--- src/rtl/instruction_fetch_unit.sv ---
// rtl/instruction_fetch_unit.sv - PC owner and prefetch FIFO between instruction memory and datapath
module instruction_fetch_unit #(
    parameter int ADDR_W = 8,
    parameter int INS_W  = 8,
    parameter int DEPTH  = 4,
    parameter logic [ADDR_W-1:0] RESET_PC = '0
) (
    input  logic                       clk,
    input  logic                       rst_n,
    output logic [ADDR_W-1:0]          ins_address,
    input  logic [INS_W-1:0]           ins_bus,
    output logic                       ins_valid,
    input  logic                       ins_ready,
    output logic [INS_W-1:0]           ins_out,
    output logic [ADDR_W-1:0]          ins_pc,
    input  logic                       redirect,
    input  logic [ADDR_W-1:0]          redirect_pc,
    input  logic                       halt,
    output logic [$clog2(DEPTH):0]     fill_level
);

    localparam int PTR_W = $clog2(DEPTH);
    localparam logic [PTR_W:0] FULL_COUNT = (PTR_W + 1)'(DEPTH);

    typedef enum logic {FETCH = 1'b0, HALTED = 1'b1} state_t;

    state_t state_q;
    state_t state_d;
    logic   fetch_en;

    logic [ADDR_W-1:0] pc;
    logic [PTR_W-1:0]  rd_ptr;
    logic [PTR_W-1:0]  wr_ptr;
    logic [PTR_W:0]    count;
    logic [INS_W-1:0]  mem_ins [DEPTH];
    logic [ADDR_W-1:0] mem_pc  [DEPTH];
    logic [INS_W-1:0]  last_ins;
    logic [ADDR_W-1:0] last_pc;
    logic              push;
    logic              pop;

    always_ff @(posedge clk or negedge rst_n) begin
        if (!rst_n) begin
            state_q <= FETCH;
        end else begin
            state_q <= state_d;
        end
    end

    // Halt is a level: the state simply follows it; redirect never touches state.
    always_comb begin
        state_d = state_q;
        if (halt) begin
            state_d = HALTED;
        end else begin
            state_d = FETCH;
        end
    end

    always_comb begin
        fetch_en = 1'b0;
        case (state_q)
            FETCH:   fetch_en = 1'b1;
            HALTED:  fetch_en = 1'b0;
            default: fetch_en = 1'b0;
        endcase
    end

    assign ins_valid   = (count != '0);
    assign pop         = ins_valid && ins_ready && !redirect;
    assign push        = fetch_en && !halt && !redirect && ((count < FULL_COUNT) || pop);
    assign ins_address = pc;
    assign fill_level  = count;

    // When empty, present the last head seen rather than a stale slot.
    assign ins_out = ins_valid ? mem_ins[rd_ptr] : last_ins;
    assign ins_pc  = ins_valid ? mem_pc[rd_ptr]  : last_pc;

    always_ff @(posedge clk or negedge rst_n) begin
        if (!rst_n) begin
            pc       <= RESET_PC;
            rd_ptr   <= '0;
            wr_ptr   <= '0;
            count    <= '0;
            last_ins <= '0;
            last_pc  <= '0;
            for (int i = 0; i < DEPTH; i++) begin
                mem_ins[i] <= '0;
                mem_pc[i]  <= '0;
            end
        end else begin
            if (redirect) begin
                rd_ptr <= '0;
                wr_ptr <= '0;
                count  <= '0;
                pc     <= redirect_pc;
            end else begin
                if (push) begin
                    mem_ins[wr_ptr] <= ins_bus;
                    mem_pc[wr_ptr]  <= pc;
                    wr_ptr          <= wr_ptr + 1'b1;
                    pc              <= pc + 1'b1;
                end
                if (pop) begin
                    rd_ptr <= rd_ptr + 1'b1;
                end
                if (push && !pop) begin
                    count <= count + 1'b1;
                end else if (pop && !push) begin
                    count <= count - 1'b1;
                end
            end
            if (ins_valid) begin
                last_ins <= mem_ins[rd_ptr];
                last_pc  <= mem_pc[rd_ptr];
            end
        end
    end

endmodule

--- config.mk ---
export PLATFORM = sky130hd
export DESIGN_NAME = instruction_fetch_unit
export DESIGN_NICKNAME = d
export VERILOG_FILES = /design/src/rtl/instruction_fetch_unit.sv
export SDC_FILE = /design/constraint.sdc
export NUM_CORES = 1
export LEC_CHECK = 0
export CAP_MARGIN = 20
export CORE_AREA = 2 2 98 100
export DETAILED_ROUTE_END_ITERATION = 10
export DIE_AREA = 0 0 100 102
export GPL_ROUTABILITY_DRIVEN = 0
export HOLD_SLACK_MARGIN = 0.02
export PLACE_DENSITY_LB_ADDON = 0.25
export SYNTH_ARGS = -nofsm -noshare
export SYNTH_HDL_FRONTEND = slang
export SYNTH_SLANG_ARGS = --single-unit
--- constraint.sdc ---
create_clock -name clk -period 2.1 [get_ports clk]
set_input_delay 0.42 -clock clk [delete_from_list [all_inputs] [get_ports clk]]
set_output_delay 0.42 -clock clk [all_outputs]
set_load 0.1 [all_outputs]
==> results of run 1 <==
-- layout make-up --
cell class	count	area [µm²]
fillers	707	3302
flip-flops and latches	96	2417
multi-input cells	185	2081
repair buffers	74	954.7
well taps	111	138.9
clock buffers	10	127.6
clock inverters	6	68.82
inverters	5	18.77
-- power breakdown --
group / switching, mW / internal [mW]
sequential: 0.248 / 2.30
combinational: 2.54 / 1.89
clock: 0.652 / 0.558
-- registers in the layout, indices dropped and copies added, names as in the netlist --
signal,cells
ins_address,8
mem_ins,32
last_pc,8
mem_pc,32
last_ins,8
wr_ptr,2
fill_level,3
rd_ptr,2
state_q,1
-- cell families (layout without fill, tap and decap cells) --
kind of cell	count (synthesis)	count (layout)	share of synthesized area (%)
AO/OA/AOI/OAI	24	24	3.122
XOR/XNOR	9	9	1.740
adder cells (fa/ha/maj)	6	6	1.823
buffers and inverters	21	95	2.541
flip-flops	96	96	53.04
multiplexers	97	97	31.38
AND/OR/NAND/NOR	49	49	6.354
-- worst max-delay path: stages, from the launching register on --
cell,delay (ns)
dfrtp_2,0.47
clkbuf_16,0.19
mux4_2,0.48
mux2_2,0.31
buf_12,0.17
-- cell usage in the layout (no fill, tap or decap), drive strengths merged, types with 3 or more instances in the layout --
cell type,n
nor2,10
inv,6
xnor2,4
mux2,80
a21oi,6
nor3,5
nand3,6
nand2,17
clkinv,3
clkbuf,11
xor2,5
dfrtp,96
mux4,16
buf,53
ha,5
o21ai,10
clkdlybuf4s50,18
-- layer usage --
metal  vias up  global-route usage, %  part of all wire, %
met3         7                  4.788                  3.2
li1       1234                      -                    -
met1      1406                  24.61                   45
met4         0                  3.477                 0.63
met2        44                  33.52                   51
met5         -                      0                    0
-- timing repair --
| action | CTS | global route |
|---|---|---|
| pin swaps | 0 | 5 |
| endpoints found under the setup margin | 16 | 18 |
| setup buffers | 2 | 0 |
| cloned | 0 | 1 |
| endpoints found under the hold margin | 12 | 0 |
| resized for setup | 4 | 10 |
| hold buffers | 1 | 0 |
-- path summary, 6_finish.rpt --
path	cells past startpoint	from	endpoint	slack [ns]
min reg2reg	1	mem_ins[15]	mem_ins[15]	0.51
max	4	rd_ptr[0]	ins_pc[7]	-0.29
max reg2reg	6	fill_level[1]	fill_level[1]	0.10
max in group asynchronous	3	rst_n	last_pc[2]	0.96
min in group asynchronous	2	rst_n	mem_ins[25]	0.55
min	2	halt	state_q	0.33
==> flow_metrics.tcl, run 1 <==
set metrics [dict create \
    required_ns 1.68 \
    relSlewSlack_pct 68.54 \
    fin_cells 487 \
    die_w_um 100 \
    port_buffers 48 \
    setup_viol_count_final 17 \
    netlist_instances 302 \
    peakVddDrop_uv 806.8 \
    cts.sinks 96 \
    critical_path_class "flip-flop to output port" \
    numCtsBuffers 9 \
    antenna_found_initial 0 \
    track_usage_pct 19.12 \
    worstPathArrival_ns 1.97 \
    cp-end-kind "output port" \
    fin_ws_ns -0.2895 \
    synth_edf_count 0 \
    setup_tns_ns -4.341 \
    synth_cell_type_count 41 \
    place_ws_ns -0.3954 \
    core_area_um2 9109 \
    avgSynthCellArea_um2 15.00 \
    hold_viol_final 0 \
    wl_per_cell_um 18.62 \
    synth_nets 329 \
    cts_tree "yes" \
    yosysTopAreaCellShare_pct 53.04 \
    path_max_fanout 4 \
    hold_path_class "input pin to flip-flop" \
    synth-main-ff-cell "dfrtp_1" \
    drive_gt1_share_pct 48.40 \
    vias 2691 \
    synthArstFlopShare_pct 100.0 \
    slew_viol_final 0 \
    drc 0 \
    drtPass1Iterations 4 \
    htree_levels 3 \
    synth_top_area_cell "dfrtp_1" \
    place_area_um2 5505 \
    min_period_over_period_pct 113.8 \
    grt_pass1_vias 2939 \
    die_y_um 102 \
    antenna_left 0 \
    area_growth_pct 28.20 \
    power.total_mw 8.180 \
    yosysMostFrequentCell "dfrtp_1" \
    io_pins 49 \
    post-route-util_pct 63.75 \
    grt-ovfl-total 0 \
    viasPerCell 5.526 \
    synth_area_um2 4529 \
    die-area_um2 10200 \
    finish.instance_area_um2 5807 \
    power_density_nw_per_um2 1409 \
    start_util_pct 49.73 \
    violations "setup timing" \
    insertion_delay_ns 0.36 \
    n_antenna_cell 0 \
    timing.fmax_ghz 0.4185 \
    drtIter0Drc 68 \
    grt_pass1_wl_um 14950 \
    cts-root-buf "clkbuf_8" \
    period_needed_ns 2.390 \
    synthTopCellsByCount "dfrtp_1 (96), mux2_2 (40), mux2_4 (40)" \
    nNetsFinal 398 \
    status "complete, but fails checks" \
    clock_tree.buffer_depth 2 \
    synthTopCellsByArea "dfrtp_1 (53%), mux2_4 (13%), mux2_2 (9.9%), mux4_2 (8.0%), ha_1 (1.4%)" \
    grt_max_degree 37 \
    rsz0062_at_grt "true" \
    timing.hold.ws_ns 0.3334 \
    path_clk_slew_ns 0.10 \
    row_count 35 \
    ys_warn_count 0 \
    worstMarginPinSlew_ns 0.4719 \
    dp_cells 467 \
    drt-total-wl_um 9070 \
    synth-seq-area-share_pct 53.04 \
    leakagePower_nw 2.747 \
    dpl.hpwl_um 5920 \
    fin_skew_ns 0.01832 \
    cap_violations 0 \
    cp-start-kind "flip-flop" \
    synth_seq_cells 96 \
]
No activity file was read; power rests on OpenSTA's default activity.
==> run 2, diff against run 1 <==
--- a/config.mk
+++ b/config.mk
@@ -6,12 +6,14 @@
 export NUM_CORES = 1
 export LEC_CHECK = 0
 export CAP_MARGIN = 20
-export CORE_AREA = 2 2 98 100
+export CORE_AREA = 2 2 96 98
+export CTS_BUF_LIST = sky130_fd_sc_hd__clkbuf_8
 export DETAILED_ROUTE_END_ITERATION = 10
-export DIE_AREA = 0 0 100 102
+export DIE_AREA = 0 0 98 100
 export GPL_ROUTABILITY_DRIVEN = 0
 export HOLD_SLACK_MARGIN = 0.02
 export PLACE_DENSITY_LB_ADDON = 0.25
+export RECOVER_POWER = 50
 export SYNTH_ARGS = -nofsm -noshare
 export SYNTH_HDL_FRONTEND = slang
 export SYNTH_SLANG_ARGS = --single-unit
==> flow_metrics.tcl, run 2 (same netlist as run 1, synthesis figures left out) <==
set metrics [dict create \
    nNetsFinal 398 \
    required_ns 1.68 \
    critical_path_class "flip-flop to output port" \
    path_max_fanout 19 \
    power_density_nw_per_um2 1430 \
    antenna_left 0 \
    power.total_mw 8.230 \
    cp-start-kind "flip-flop" \
    leakagePower_nw 2.733 \
    drive_gt1_share_pct 47.07 \
    crit_chain "or3_4 > buf_12 > mux2_4 > buf_12" \
    fin_ws_ns -0.2612 \
    cts_tree "yes" \
    period_needed_ns 2.361 \
    relSlewSlack_pct 43.66 \
    drt-total-wl_um 8728 \
    setup_viol_count_final 17 \
    fin_skew_ns 0.01117 \
    die_y_um 100 \
    hold_path_class "input pin to flip-flop" \
    die-area_um2 9800 \
    cts.sinks 96 \
    rsz0062_at_grt "true" \
    cp_num_buf_inv 2 \
    cts-root-buf "clkbuf_8" \
    grt-ovfl-total 0 \
    start_util_pct 50.95 \
    setup_tns_ns -4.030 \
    place_ws_ns -0.3636 \
    crit_family "flip-flops" \
    vias 2663 \
    largestRegisters "mem_ins: 32 flops, mem_pc: 32 flops" \
    area_growth_pct 27.07 \
    path_clk_slew_ns 0.09 \
    io_pins 49 \
    dpl.hpwl_um 5862 \
    cp_common_cell "buf_12" \
    viasPerCell 5.468 \
    status "complete, but fails checks" \
    row_count 35 \
    slew_viol_final 0 \
    min_period_over_period_pct 112.4 \
    drc 0 \
    cpPeakStageDelay_ns 0.48 \
    place_area_um2 5505 \
    grt_pass1_wl_um 15070 \
    grt_max_degree 39 \
    peakVddDrop_uv 852.8 \
    n_antenna_cell 0 \
    worstPathArrival_ns 1.94 \
    htree_levels 3 \
    cp-end-kind "output port" \
    die_w_um 98 \
    finish.instance_area_um2 5756 \
    numCtsBuffers 9 \
    antenna_found_initial 0 \
    timing.fmax_ghz 0.4235 \
    worst_path_max_delay_cell "dfrtp_4" \
    drtIter0Drc 71 \
    worstMarginPinSlew_ns 0.8450 \
    track_usage_pct 19.77 \
    grt_pass1_vias 2882 \
    insertion_delay_ns 0.36 \
    cap_violations 0 \
    timing.hold.ws_ns 0.3827 \
    violations "setup timing" \
    port_buffers 48 \
    drtPass1Iterations 4 \
    layout.cells.most_common_list "dfrtp_1 (90), mux2_4 (54), mux2_2 (26), buf_12 (23), buf_4 (22)" \
    wl_per_cell_um 17.92 \
    clock_tree.buffer_depth 2 \
    hold_viol_final 0 \
    layout_commonest_cell "dfrtp_1" \
    core_area_um2 8890 \
]
run 2: changes by cell type in the layout (fill, tap and decap cells not counted), sizes merged:
cell,change
inv,+1
buf,-5
clkdlybuf4s50,-1
clkinv,-1
bufinv,+1
clkbuf,+4
dlygate4sd3,+1
run 2: worst paths after layout:
kind	from	to	slack, ns	cells after the start
worst max register to register	fill_level[1]	fill_level[1]	0.08	6
worst min-delay path	halt	state_q	0.38	2
worst min register to register	mem_pc[9]	mem_pc[9]	0.51	1
max in group asynchronous	rst_n	mem_pc[21]	0.29	3
min in group asynchronous	rst_n	fill_level[1]	0.70	2
worst max-delay path	fill_level[2]	ins_pc[7]	-0.26	4
run 2: per-layer routing:
layer | share of wire [%] | GRT usage, %
met1 | 46 | 27.40
met2 | 49 | 31.88
met3 | 3.3 | 3.969
met4 | 1.7 | 6.197
met5 | 0 | 0
run 2: timing repair:
action	in CTS	in global routing
gates cloned	0	0
pin swaps	0	4
endpoints found under the hold margin	25	0
hold buffers	1	0
setup endpoints to repair	16	18
setup buffers	2	1
gates resized for setup	8	5
run 2: area by class of cell:
| cell class | count | area, µm² |
|---|---|---|
| Clock inverter | 7 | 88.84 |
| Sequential cell | 96 | 2417 |
| Inverter | 5 | 18.77 |
| Clock buffer | 9 | 123.9 |
| Timing Repair Buffer | 74 | 883.3 |
| Multi-Input combinational cell | 185 | 2085 |
| Fill cell | 660 | 3134 |
| Tap cell | 111 | 138.9 |
run 2: through the flow:
stage               utilization (%)  cells
floorplan                         -    302
global placement              61.93    467
detailed placement            61.93    467
CTS                           64.94    486
global route                  64.74    487
finish                        64.74    487
run 2: where the power goes:
part / internal [mW] / switching (mW) / total, mW / leakage (nW)
sequential: 2.30 / 0.246 / 2.54 / 1.23
clock: 0.663 / 0.626 / 1.29 / 0.112
combinational: 1.87 / 2.53 / 4.40 / 1.39
run 2: worst register-to-register path, stage by stage, from the launching register on:
cell and delay [ns]:
dfrtp_4 0.49, buf_4 0.17, o21a_1 0.23, nor3_4 0.14, fa_1 0.46, a221o_1 0.35, a21oi_2 0.13
==> run 3, diff against run 2 <==
--- a/config.mk
+++ b/config.mk
@@ -6,14 +6,14 @@
 export NUM_CORES = 1
 export LEC_CHECK = 0
 export CAP_MARGIN = 20
-export CORE_AREA = 2 2 96 98
+export CORE_AREA = 2 2 110 86
 export CTS_BUF_LIST = sky130_fd_sc_hd__clkbuf_8
+export CTS_CLUSTER_DIAMETER = 120
 export DETAILED_ROUTE_END_ITERATION = 10
-export DIE_AREA = 0 0 98 100
+export DIE_AREA = 0 0 112 88
 export GPL_ROUTABILITY_DRIVEN = 0
 export HOLD_SLACK_MARGIN = 0.02
 export PLACE_DENSITY_LB_ADDON = 0.25
-export RECOVER_POWER = 50
 export SYNTH_ARGS = -nofsm -noshare
 export SYNTH_HDL_FRONTEND = slang
 export SYNTH_SLANG_ARGS = --single-unit
==> flow_metrics.tcl, run 3 (same netlist as run 1, synthesis figures left out) <==
set metrics [dict create \
    status "complete, but fails checks" \
    violations "setup timing" \
    timing.fmax_ghz 0.4161 \
    min_period_over_period_pct 114.4 \
    fin_skew_ns 0.008537 \
    layout_commonest_cell "dfrtp_1" \
    worst_path_max_delay_cell "dfrtp_4" \
    io_pins 49 \
    grt_max_degree 38 \
    grt-ovfl-total 0 \
    track_usage_pct 19.88 \
    numCtsBuffers 9 \
    period_needed_ns 2.403 \
    peakVddDrop_uv 1083 \
    cp_common_cell "buf_12" \
    area_growth_pct 27.85 \
    layout.cells.most_common_list "dfrtp_1 (91), mux2_4 (50), mux2_2 (30), buf_4 (30), buf_12 (25)" \
    drt-total-wl_um 9198 \
    setup_viol_count_final 17 \
    cap_violations 0 \
    post-route-util_pct 65.93 \
    worstPathArrival_ns 1.98 \
    hold_path_class "input pin to async pin" \
    largestRegisters "mem_ins: 32 flops, mem_pc: 32 flops" \
    antenna_found_initial 0 \
    grt_pass1_vias 2896 \
    worstMarginPinSlew_ns 0.4053 \
    drive_gt1_share_pct 47.88 \
    cp_num_buf_inv 2 \
    row_count 30 \
    start_util_pct 51.57 \
    cts-root-buf "clkbuf_8" \
    slew_viol_final 0 \
    required_ns 1.68 \
    r2r_start "fill_level[1]" \
    cts.sinks 96 \
    cpPeakStageDelay_ns 0.48 \
    cp-startpoint "fill_level[2]" \
    grt_pass1_wl_um 15010 \
    power_density_nw_per_um2 1409 \
    htree_levels 3 \
    wl_per_cell_um 18.77 \
    port_buffers 48 \
    nFillCells 645 \
    hold_viol_final 0 \
    n_antenna_cell 0 \
    cp-start-kind "flip-flop" \
    drtPass1Iterations 4 \
    clock_tree.buffer_depth 2 \
    viasPerCell 5.455 \
    timing.hold.ws_ns 0.5017 \
    die_w_um 112 \
    die_y_um 88 \
    nNetsFinal 401 \
    core_area_um2 8783 \
    drc 0 \
    insertion_delay_ns 0.35 \
    dpl.hpwl_um 5948 \
    antenna_left 0 \
    fin_cells 490 \
    path_max_fanout 10 \
    critical_path_class "flip-flop to output port" \
    setup_tns_ns -4.690 \
    relSlewSlack_pct 72.98 \
    path_clk_slew_ns 0.09 \
    crit_chain "or3_4 > buf_12 > mux2_4 > buf_12" \
    dp_cells 471 \
    cts_tree "yes" \
    leakagePower_nw 2.749 \
    drtIter0Drc 101 \
    place_ws_ns -0.3808 \
    crit_family "flip-flops" \
    fin_ws_ns -0.3030 \
    rsz0062_at_grt "true" \
    cp-end-kind "output port" \
    die-area_um2 9856 \
    vias 2673 \
]
[run 3: cell count changes in the layout (fill, tap and decap cells not counted), moves of 2 or more]
| cell | previous run | this run |
|---|---|---|
| buf_12 | 23 | 25 |
| buf_4 | 22 | 30 |
| buf_6 | 2 | 0 |
| clkbuf_1 | 4 | 0 |
| clkdlybuf4s50_1 | 17 | 19 |
| mux2_2 | 26 | 30 |
| mux2_4 | 54 | 50 |
[run 3: repair_timing]
action,4_1_cts,5_1_grt
cloned,1,0
resized for setup,3,3
endpoints found under the hold margin,21,0
hold buffers,1,0
buffers inserted,2,1
endpoints found under the setup margin,16,18
[run 3: area by class of cell]
cell class | count | area, µm² | share of cell area (%)
Clock buffer | 10 | 137.6 | 2.377
Multi-Input combinational cell | 185 | 2059 | 35.57
Inverter | 5 | 18.77 | 0.3241
Tap cell | 112 | 140.1 | 2.420
Sequential cell | 96 | 2416 | 41.72
Timing Repair Buffer | 77 | 968.4 | 16.72
Clock inverter | 5 | 50.05 | 0.8643
[run 3: path summary, 6_finish.rpt]
path	end	slack [ns]	cells after the start
setup / recovery	ins_out[3]	-0.30	4
hold / removal	mem_ins[10]	0.50	2
setup reg to reg	fill_level[1]	0.19	5
hold reg to reg	mem_pc[1]	0.51	1
max in group asynchronous	fill_level[2]	0.82	4
min in group clk	mem_pc[1]	0.51	1
[run 3: layer usage]
metal  share of wire [%]  vias to the layer above  GRT usage [%]
met5                   0                        -              0
met4                 1.2                        0          6.208
met3                 2.7                        8          4.221
met2                  49                       42          32.73
met1                  47                     1387          27.10
li1                    -                     1236              -
[run 3: worst reg2reg max path, stage by stage, from the launching register on]
cell and delay, ns:
dfrtp_4 0.50, o21a_1 0.22, nor3_2 0.18, fa_1 0.45, a221o_1 0.36, a21oi_1 0.14
[run 3: power by group]
| group | switching (mW) | internal [mW] | total [mW] |
|---|---|---|---|
| sequential | 0.244 | 2.30 | 2.54 |
| combinational | 2.56 | 1.89 | 4.45 |
| clock | 0.604 | 0.567 | 1.17 |
[run 3: metrics by stage]
stage	area (µm²)	total power [mW]
global route	5791	8.475
floorplan	4598	5.492
global placement	5529	6.861
finish	5791	8.157
detailed placement	5529	6.928
CTS	5778	8.218
